[src/rtl/config_stream_loader.sv]
// Feeds the core-top configuration shift register: accepts words over valid/ready,
// clears the register, then shifts exactly CONFIG_LENGTH bits out MSB-first.
module config_stream_loader #(
  parameter int CONFIG_LENGTH = 2034,
  parameter int WORD_WIDTH    = 8,
  parameter int CLEAR_CYCLES  = 2
) (
  input  logic                  clock,
  input  logic                  reset,
  input  logic                  start,
  input  logic                  abort,
  input  logic [WORD_WIDTH-1:0] word_in,
  input  logic                  word_valid,
  output logic                  word_ready,
  output logic                  config_out,
  output logic                  config_enable,
  output logic                  config_nreset,
  output logic                  busy,
  output logic                  done
);

  localparam int NWORDS    = (CONFIG_LENGTH + WORD_WIDTH - 1) / WORD_WIDTH;
  localparam int LAST_BITS = CONFIG_LENGTH - (NWORDS - 1) * WORD_WIDTH;
  localparam int BIT_W     = $clog2(WORD_WIDTH + 1);
  localparam int WORDS_W   = $clog2(NWORDS + 1);
  localparam int TOTAL_W   = $clog2(CONFIG_LENGTH + 1);
  localparam int CLR_W     = $clog2(CLEAR_CYCLES + 1);

  typedef enum logic [1:0] {IDLE, CLEAR, SHIFT, DONE} state_t;

  state_t                state, state_next;
  logic [WORD_WIDTH-1:0] hold, hold_next;
  logic [BIT_W-1:0]      bit_cnt, bit_cnt_next;
  logic [WORDS_W-1:0]    words_left, words_left_next;
  logic [TOTAL_W-1:0]    bits_total, bits_total_next;
  logic [CLR_W-1:0]      clr_cnt, clr_cnt_next;
  logic                  bit_avail;
  logic                  xfer;

  // A word can land on the same edge that consumes the last held bit, so a
  // continuous stream has no bubble between words.
  assign word_ready = (state == SHIFT) && (words_left != '0) &&
                      ((bit_cnt == '0) || (bit_cnt == BIT_W'(1)));
  assign xfer       = word_valid && word_ready;

  // NOTE: every signal written here gets a default first, so no path leaves one
  // unassigned and no latch is inferred.
  always_comb begin
    state_next      = state;
    hold_next       = hold;
    bit_cnt_next    = bit_cnt;
    words_left_next = words_left;
    bits_total_next = bits_total;
    clr_cnt_next    = clr_cnt;
    case (state)
      IDLE, DONE: begin
        if (start) begin
          state_next   = CLEAR;
          clr_cnt_next = CLR_W'(CLEAR_CYCLES);
        end
      end
      CLEAR: begin
        if (abort) begin
          state_next = IDLE;
        end else if (clr_cnt == CLR_W'(1)) begin
          state_next      = SHIFT;
          bits_total_next = TOTAL_W'(CONFIG_LENGTH);
          words_left_next = WORDS_W'(NWORDS);
          bit_cnt_next    = '0;
        end else begin
          clr_cnt_next = clr_cnt - CLR_W'(1);
        end
      end
      SHIFT: begin
        if (abort) begin
          state_next   = IDLE;
          bit_cnt_next = '0;
        end else begin
          if (bit_avail) begin
            bit_cnt_next    = bit_cnt - BIT_W'(1);
            bits_total_next = bits_total - TOTAL_W'(1);
            // The last bit stays in place so config_out holds during a gap.
            if (bit_cnt > BIT_W'(1)) hold_next = hold << 1;
            if (bits_total == TOTAL_W'(1)) state_next = DONE;
          end
          if (xfer) begin
            hold_next       = word_in;
            words_left_next = words_left - WORDS_W'(1);
            bit_cnt_next    = (words_left == WORDS_W'(1)) ? BIT_W'(LAST_BITS)
                                                          : BIT_W'(WORD_WIDTH);
          end
        end
      end
      default: state_next = IDLE;
    endcase
  end

  // NOTE: state registers use non-blocking assignments so every flop samples
  // the values from before the edge, independent of statement order.
  always_ff @(posedge clock or posedge reset) begin
    if (reset) begin
      state      <= IDLE;
      hold       <= '0;
      bit_cnt    <= '0;
      words_left <= '0;
      bits_total <= '0;
      clr_cnt    <= '0;
      bit_avail  <= 1'b0;
    end else begin
      state      <= state_next;
      hold       <= hold_next;
      bit_cnt    <= bit_cnt_next;
      words_left <= words_left_next;
      bits_total <= bits_total_next;
      clr_cnt    <= clr_cnt_next;
      bit_avail  <= (bit_cnt_next != '0);
    end
  end

  assign config_out    = hold[WORD_WIDTH-1];
  assign config_enable = bit_avail;
  // Released outside CLEAR so a loader reset never wipes the loaded configuration.
  assign config_nreset = (state != CLEAR);
  assign busy          = (state == CLEAR) || (state == SHIFT);
  assign done          = (state == DONE);

endmodule

[config.mk]
export PLATFORM = sky130hd
export DESIGN_NAME = config_stream_loader
export DESIGN_NICKNAME = d
export VERILOG_FILES = /design/src/rtl/config_stream_loader.sv
export SDC_FILE = /design/constraint.sdc
export NUM_CORES = 1
export LEC_CHECK = 0
export ABC_AREA = 1
export CORE_ASPECT_RATIO = 1.25
export CORE_MARGIN = 10
export CORE_UTILIZATION = 50
export DETAILED_ROUTE_END_ITERATION = 8
export PLACE_DENSITY_LB_ADDON = 0.15
export SYNTH_ARGS = -nofsm -noshare
export SYNTH_HDL_FRONTEND = slang
export SYNTH_SLANG_ARGS = --single-unit
export TNS_END_PERCENT = 20
[constraint.sdc]
create_clock -name clock -period 3.6 [get_ports clock]
set_input_delay 0.72 -clock clock [delete_from_list [all_inputs] [get_ports clock]]
set_output_delay 0.72 -clock clock [all_outputs]
set_load 0.03 [all_outputs]
# Word level (Yosys, flattened, before mapping)
# Cells that the tools add are included.
# word_totals
output_inout_bits	6
elab_cells	81
regBits	36
in_bits	13
# classes
eq_ne	18
n_reduce_logical	19
addsub	4
n_lt_le_gt_ge	1
muxes	31
bitwise_logic	1
# ops
op	n
8-bit two-way mux	7
11-bit two-way mux	4
4-bit two-way mux	6
11-bit case mux with 2 select lines	1
2-bit two-way mux	9
8-bit case mux with 2 select lines	1
2-bit inequality test (second input constant)	7
4-bit AND reduction	3
11-bit by 1-bit equality test with 1-bit output (second input constant)	1
11-bit by 1-bit subtractor with 11-bit output (second input constant)	1
5-bit AND reduction	2
8-bit by 1-bit equality test with 1-bit output (second input constant)	1
4-bit case mux with 2 select lines	1
2-bit nonzero test	4
8-bit nonzero test	1
8-bit by 1-bit subtractor with 8-bit output (second input constant)	1
3-bit inequality test (second input constant)	2
2-bit case mux with 3 select lines	1
2-bit by 1-bit equality test with 1-bit output (second input constant)	2
2-bit equality test (second input constant)	2
4-bit by 1-bit equality test with 1-bit output (second input constant)	1
4-bit by 1-bit > comparator with 1-bit output (second input constant)	1
4-bit zero test	1
2-bit case mux with 2 select lines	1
other kinds (10)	13

# Logic depth before layout (Yosys ltp)
# Gate-level depths: netlist of run 1.
# logic_depth
depth_word	8
mapped_depth	12

# Least setup slack after synthesis of run 1
# Ideal clock, no wire load.
# synth_timing
kind	register to output
from	register state[0]
to	output port word_ready
slack_ns	1.610
arrival_time_ns	1.270
path_buffers	0
stages_incl_launch_ff	5
path_cell_list	dfrtp_1 -> inv_1 -> ha_1 -> nand3_2 -> nor2_1
# synth_via
elab_chain_cells	3
# synth_rtl
element	line_no	text
from (decl)	31	state_t state, state_next;
from (signal assigned)	110	state <= state_next;
2-bit equality test	42	assign word_ready = (state == SHIFT) && (words_left != '0) &&
1-bit logical AND (2 in series)	42	
to (decl)	14	output logic word_ready,
# No other way between the ends.

# Final worst setup path of run 1
# Ends and elaborated chain as after synthesis.

==> flow_summary.toml, run 1 <==
[layout]
area_growth_pct = 15.12
fin_cells = 390
drive_gt1_frac = 0.1386
fin_nets = 356
antenna_cells = 0

[worst_setup_path]
critPathRequiredTime_ns = 2.88
arrival_ns = 2.05
cpMaxStageDelayCell = "clkdlybuf4s50_1"
crit_path_max_fanout = 5
critPathLaunchType = "register"
crit_path_max_incr_delay_ns = 0.71
endpoint_kind = "output pin"
crit_chain = "inv_1, ha_1, nand3_2, nor2_1, clkdlybuf4s50_1"
crit_type = "register to output pin"

[detailed_routing]
drtIter0Drc = 69
via_per_inst = 4.864
drt_pass1_iterations = 4
wl_per_cell_um = 11.86
postRouteAntennaNets = 0
drt-total-wl_um = 4624
num_vias = 1897
drc = 0

[place]
placed_cells = 382
port_buffers = 18
gp_congestion = 0.8414
dp_hpwl_um = 3480

[die]
ios = 19
die_h_um = 95.97
die_area_um2 = 7752
coreArea_um2 = 4425
start_util = 0.5216
rows = 27
fp.dieW_um = 80.78

[synth]
avgSynthCellArea_um2 = 7.471
synth.cell_area_um2 = 2308
synth_nets = 334
syn_inst = 309
ys_ff_latch = 36
yosysSeqAreaShare = 0.3902
ys_types = 26
yosys_warnings = 0

[timing]
max_freq_ghz = 0.3606
worst_pin_slew_ns = 0.5888
fin_tns_setup_ns = 0
skew_ns = 0.005311
fin_crit_sh = 0.7703
setup_viol = 0
rsz0062_at_grt = "false"
drv_slew = 0
final-hold-violation-count = 0
period_minus_slack_ns = 2.773
slew_headroom = 0.6070

[cts]
ctsHoldBuffers = 0
clk_pin_slew_ns = 0.07
htreeDepth = 2
cts_setup_buffers = 0
root_buffer = "clkbuf_8"
clkLatencyLatePin_ns = 0.29
clock-sinks = 36
cts_buffer_depth = 2
cts_resized = 0
cts_tree = "yes"
cts_buffers = 5

[grt]
grt_pass1_wl_um = 7969
grt_start_max_net_pins = 23
grt_overflow = 0
antenna_found_initial = 0
track_usage = 0.1296
first_global_vias = 1843

[hold_path]
hp-class = "register to register"

[power]
p_per_area_nw_per_um2 = 723.3
leakage_nw = 1.243
vdd_ir_drop_max_uv = 473.6

[flow_run]
drv_cap = 0

[status]
status = "complete, no violations"
synth_stat cells:
cell type,n,area [um2]
o21ai_0,26,130.1
inv_4,1,6.260
or2_2,5,31.28
nor2_1,32,120.1
nand3_2,2,20.02
nor2_2,6,37.54
o21ai_2,8,70.07
nand3b_4,1,20.02
a21oi_4,1,16.27
clkbuf_1,1,3.750
nand3b_1,2,15.01
a22oi_1,1,7.510
inv_2,7,26.28
nand2_2,4,25.02
a21oi_2,2,17.52
dfrtp_1,36,900.9
inv_1,40,150.1
ha_1,12,150.1
nand4_1,3,18.77
o21ai_1,10,50.05
a21oi_1,6,30.03
xor2_1,6,52.55
o21a_1,1,7.510
buf_6,3,33.78
nand3_1,15,75.07
nand2_1,78,292.8
where the power goes:
part           internal (W)  switching [W]  total, W
Combinational      0.000313       0.000554  0.000867
Sequential         0.000557       0.000108  0.000665
Clock              0.000244       0.000146  0.000391
Total               0.00111       0.000808   0.00192
flip-flops by register name, indices dropped and copies added, names as in the netlist:
signal / flops
config_enable: 1
state: 2
words_left: 8
bit_cnt: 4
hold: 8
bits_total: 11
clr_cnt: 2
cell usage in the layout (no fill, tap or decap), drive strengths merged:
| cell type | n |
|---|---|
| or2 | 5 |
| clkbuf | 7 |
| inv | 48 |
| o21ai | 44 |
| nor2 | 38 |
| dfrtp | 36 |
| a22oi | 1 |
| bufinv | 1 |
| o21a | 1 |
| buf | 1 |
| nand4 | 3 |
| clkdlybuf4s50 | 18 |
| nand2 | 82 |
| ha | 12 |
| xor2 | 6 |
| a21oi | 9 |
| nand3b | 3 |
| nand3 | 17 |
cell families after synthesis:
group	after synthesis	share of synthesized area
AO/OA/AOI/OAI	55	0.1426
adder cells (fa/ha/maj)	12	0.06504
flip-flops	36	0.3902
buffers and inverters	52	0.09539
AND/OR/NAND/NOR	148	0.2840
XOR/XNOR	6	0.02276
worst max-delay path, delay by kind of cell (launching register included):
family	cells	cell delay (ns)
buf+inv	2	0.78
flops	1	0.41
simple gates	2	0.29
fa+ha+maj	1	0.28
layer usage:
layer	vias to the layer above	track usage	wire (um)
met2	28	0.2161	2154
met4	0	0.05925	111
met1	845	0.1475	2135
met5	-	0	0
li1	1016	-	-
met3	8	0.04198	223
worst paths after layout:
check                                    from            end  slack [ns]  depth (start not counted)
worst max-delay path                 state[0]     word_ready        0.83                          5
max in group asynchronous               reset  bits_total[3]        2.09                          3
worst max register to register       state[0]  bits_total[6]        1.71                         11
worst min register to register  bits_total[5]  bits_total[5]        0.52                          1
min in group asynchronous               reset       state[0]        0.78                          2
worst min-delay path            bits_total[5]  bits_total[5]        0.52                          1
area by class of cell:
type / instances / area [um2]
sequential: 36 / 900.9
inverter: 48 / 182.7
timing repair buffer: 19 / 187.7
multi-input combinational: 221 / 1187
fill: 421 / 1768
tap: 58 / 72.57
clock buffer: 7 / 96.34
clock inverter: 1 / 30.03
metrics by stage:
step	hold WS, ns	util	area (um2)	setup WS [ns]	power [W]
after CTS	0.5143	0.6005	2658	0.8049	0.001944
after global placement	0.4923	0.5720	2531	1.173	0.001522
after floorplan	0.4672	-	2308	1.610	0.001347
after global routing	0.5411	0.6005	2658	0.6933	0.002104
after detailed placement	0.5008	0.5720	2531	1.127	0.001543
final	0.5153	0.6005	2658	0.8269	0.001922
No activity file was read; power rests on OpenSTA's default activity.
==> run 2: changes to the inputs <==
==> constraint.sdc (replaced) <==
create_clock -name clock -period 2.9 [get_ports clock]
set_input_delay 0.58 -clock clock [delete_from_list [all_inputs] [get_ports clock]]
set_output_delay 0.58 -clock clock [all_outputs]
set_load 0.03 [all_outputs]
==> flow_summary.toml, run 2 (synthesis gave the netlist of run 1 again) <==
[status]
status = "complete, no violations"

[power]
seqPwrFrac = 0.353
comb_power_share = 0.458
vdd_ir_drop_max_uv = 497.7
internal_power_w = 0.001334
power.switching_w = 0.001000
p_per_area_nw_per_um2 = 883.3
p_clk_frac = 0.188
power.share.switching = 0.4286
leakage_nw = 1.233
total_power_w = 0.002334

[timing]
max_freq_ghz = 0.3769
rsz0062_at_grt = "false"
period_minus_slack_ns = 2.653
setup_viol = 0
skew_ns = 0.005199
hold_ws_ns = 0.5114
drv_slew = 0
fin_crit_sh = 0.9149
worst_pin_slew_ns = 0.4531
final-hold-violation-count = 0
fin_tns_setup_ns = 0
slew_headroom = 0.6979

[layout]
largestRegisters = "bits_total x11, hold x8, words_left x8"
layout_common_cells = "nand2_1, inv_1, dfrtp_1"
fin_nets = 356
largest_reg_flops = 11
multi_input_area_um2 = 1187
antenna_cells = 0
drive_gt1_frac = 0.1386
area_growth_pct = 14.47
final.fill_count = 409
seqCellArea_um2 = 900.9
final_common_cell = "nand2_1"
regMostFlops = "bits_total"

[place]
gp_congestion = 0.8477
port_buffers = 18
dp_hpwl_um = 3383

[detailed_routing]
wl_per_cell_um = 11.51
num_vias = 1927
drt_pass1_iterations = 4
drc = 0
drt-total-wl_um = 4489
via_per_inst = 4.941
postRouteAntennaNets = 0
drtIter0Drc = 91

[cts]
htreeDepth = 2
clkLatencyLatePin_ns = 0.29
cts_tree = "yes"
cts_setup_buffers = 0
clock-sinks = 36
cts_buffer_depth = 2
root_buffer = "clkbuf_8"
ctsHoldBuffers = 0
cts_resized = 0
cts_buffers = 5
clk_pin_slew_ns = 0.08

[grt]
use_met2 = 0.2068
grt_pass1_wl_um = 7831
track_usage = 0.1249
use_met3 = 0.04571
grt_overflow = 0
antenna_found_initial = 0
first_global_vias = 1845
grt_start_max_net_pins = 37
grt_most_used_layer = "met2"
grtUsageMet1 = 0.1444

[flow_run]
drv_cap = 0

[worst_setup_path]
cpMaxStageDelayCell = "clkdlybuf4s50_1"
critPathRequiredTime_ns = 2.32
arrival_ns = 2.07
endpoint_kind = "output pin"
crit_path_max_fanout = 5
crit_type = "register to output pin"
cp_top_family = "buffers and inverters"
crit_path_max_incr_delay_ns = 0.72
critPathLaunchType = "register"
crit_buf_inv = 2
crit_chain = "inv_1, ha_1, nand3_2, nor2_1, clkdlybuf4s50_1"

[die]
die_h_um = 95.97
rows = 27
die_area_um2 = 7752
fp.dieW_um = 80.78
ios = 19
start_util = 0.5216
coreArea_um2 = 4425

[hold_path]
hp-class = "register to register"
[run 2: power by group through the flow]
stage | registers (W) | clock network (W) | logic (W)
2_1_floorplan | 0.000814 | 0 | 0.000858
3_3_place_gp | 0.000830 | 0 | 0.00106
3_5_place_dp | 0.000832 | 0 | 0.00108
4_1_cts | 0.000824 | 0.000454 | 0.00109
5_1_grt | 0.000856 | 0.000472 | 0.00123
6_report | 0.000825 | 0.000440 | 0.00107
[run 2: area by class of cell]
type,count,share of cell area
clock buffer,5,0.02604
clock inverter,3,0.01610
inverter,48,0.06913
multi-input combinational,221,0.4493
sequential,36,0.3409
tap,58,0.02746
timing repair buffer,19,0.07102
[run 2: final timing paths]
check	start	endpoint	slack [ns]	cells past startpoint
worst max-delay path	state[0]	word_ready	0.25	5
max in group asynchronous	reset	hold[1]	1.89	3
min in group asynchronous	reset	words_left[0]	0.69	3
worst min register to register	words_left[0]	words_left[0]	0.51	1
worst max register to register	state[0]	bits_total[5]	1.02	9
worst min-delay path	words_left[0]	words_left[0]	0.51	1
[run 2: per-stage QoR]
step | util | setup WS (ns) | instance area [um2] | std cells
finish | 0.5971 | 0.2467 | 2643 | 390
global route | 0.5971 | 0.1260 | 2643 | 390
CTS | 0.5971 | 0.2385 | 2643 | 390
detailed placement | 0.5720 | 0.5562 | 2531 | 382
global placement | 0.5720 | 0.6113 | 2531 | 382
floorplan | - | 1.050 | 2308 | 309
[run 2: routing by layer]
metal	up-vias	wire, um
met3	7	242
met2	30	2086
met1	874	2083
met4	0	76
li1	1016	-
met5	-	0
==> run 3: changes to the inputs <==
--- a/config.mk
+++ b/config.mk
@@ -11,6 +11,7 @@
 export CORE_UTILIZATION = 50
 export DETAILED_ROUTE_END_ITERATION = 8
 export PLACE_DENSITY_LB_ADDON = 0.15
+export SLEW_MARGIN = 20
 export SYNTH_ARGS = -nofsm -noshare
 export SYNTH_HDL_FRONTEND = slang
 export SYNTH_SLANG_ARGS = --single-unit
==> results of run 3 <==
Final layout, timing and power as in run 2 (identical DEF).
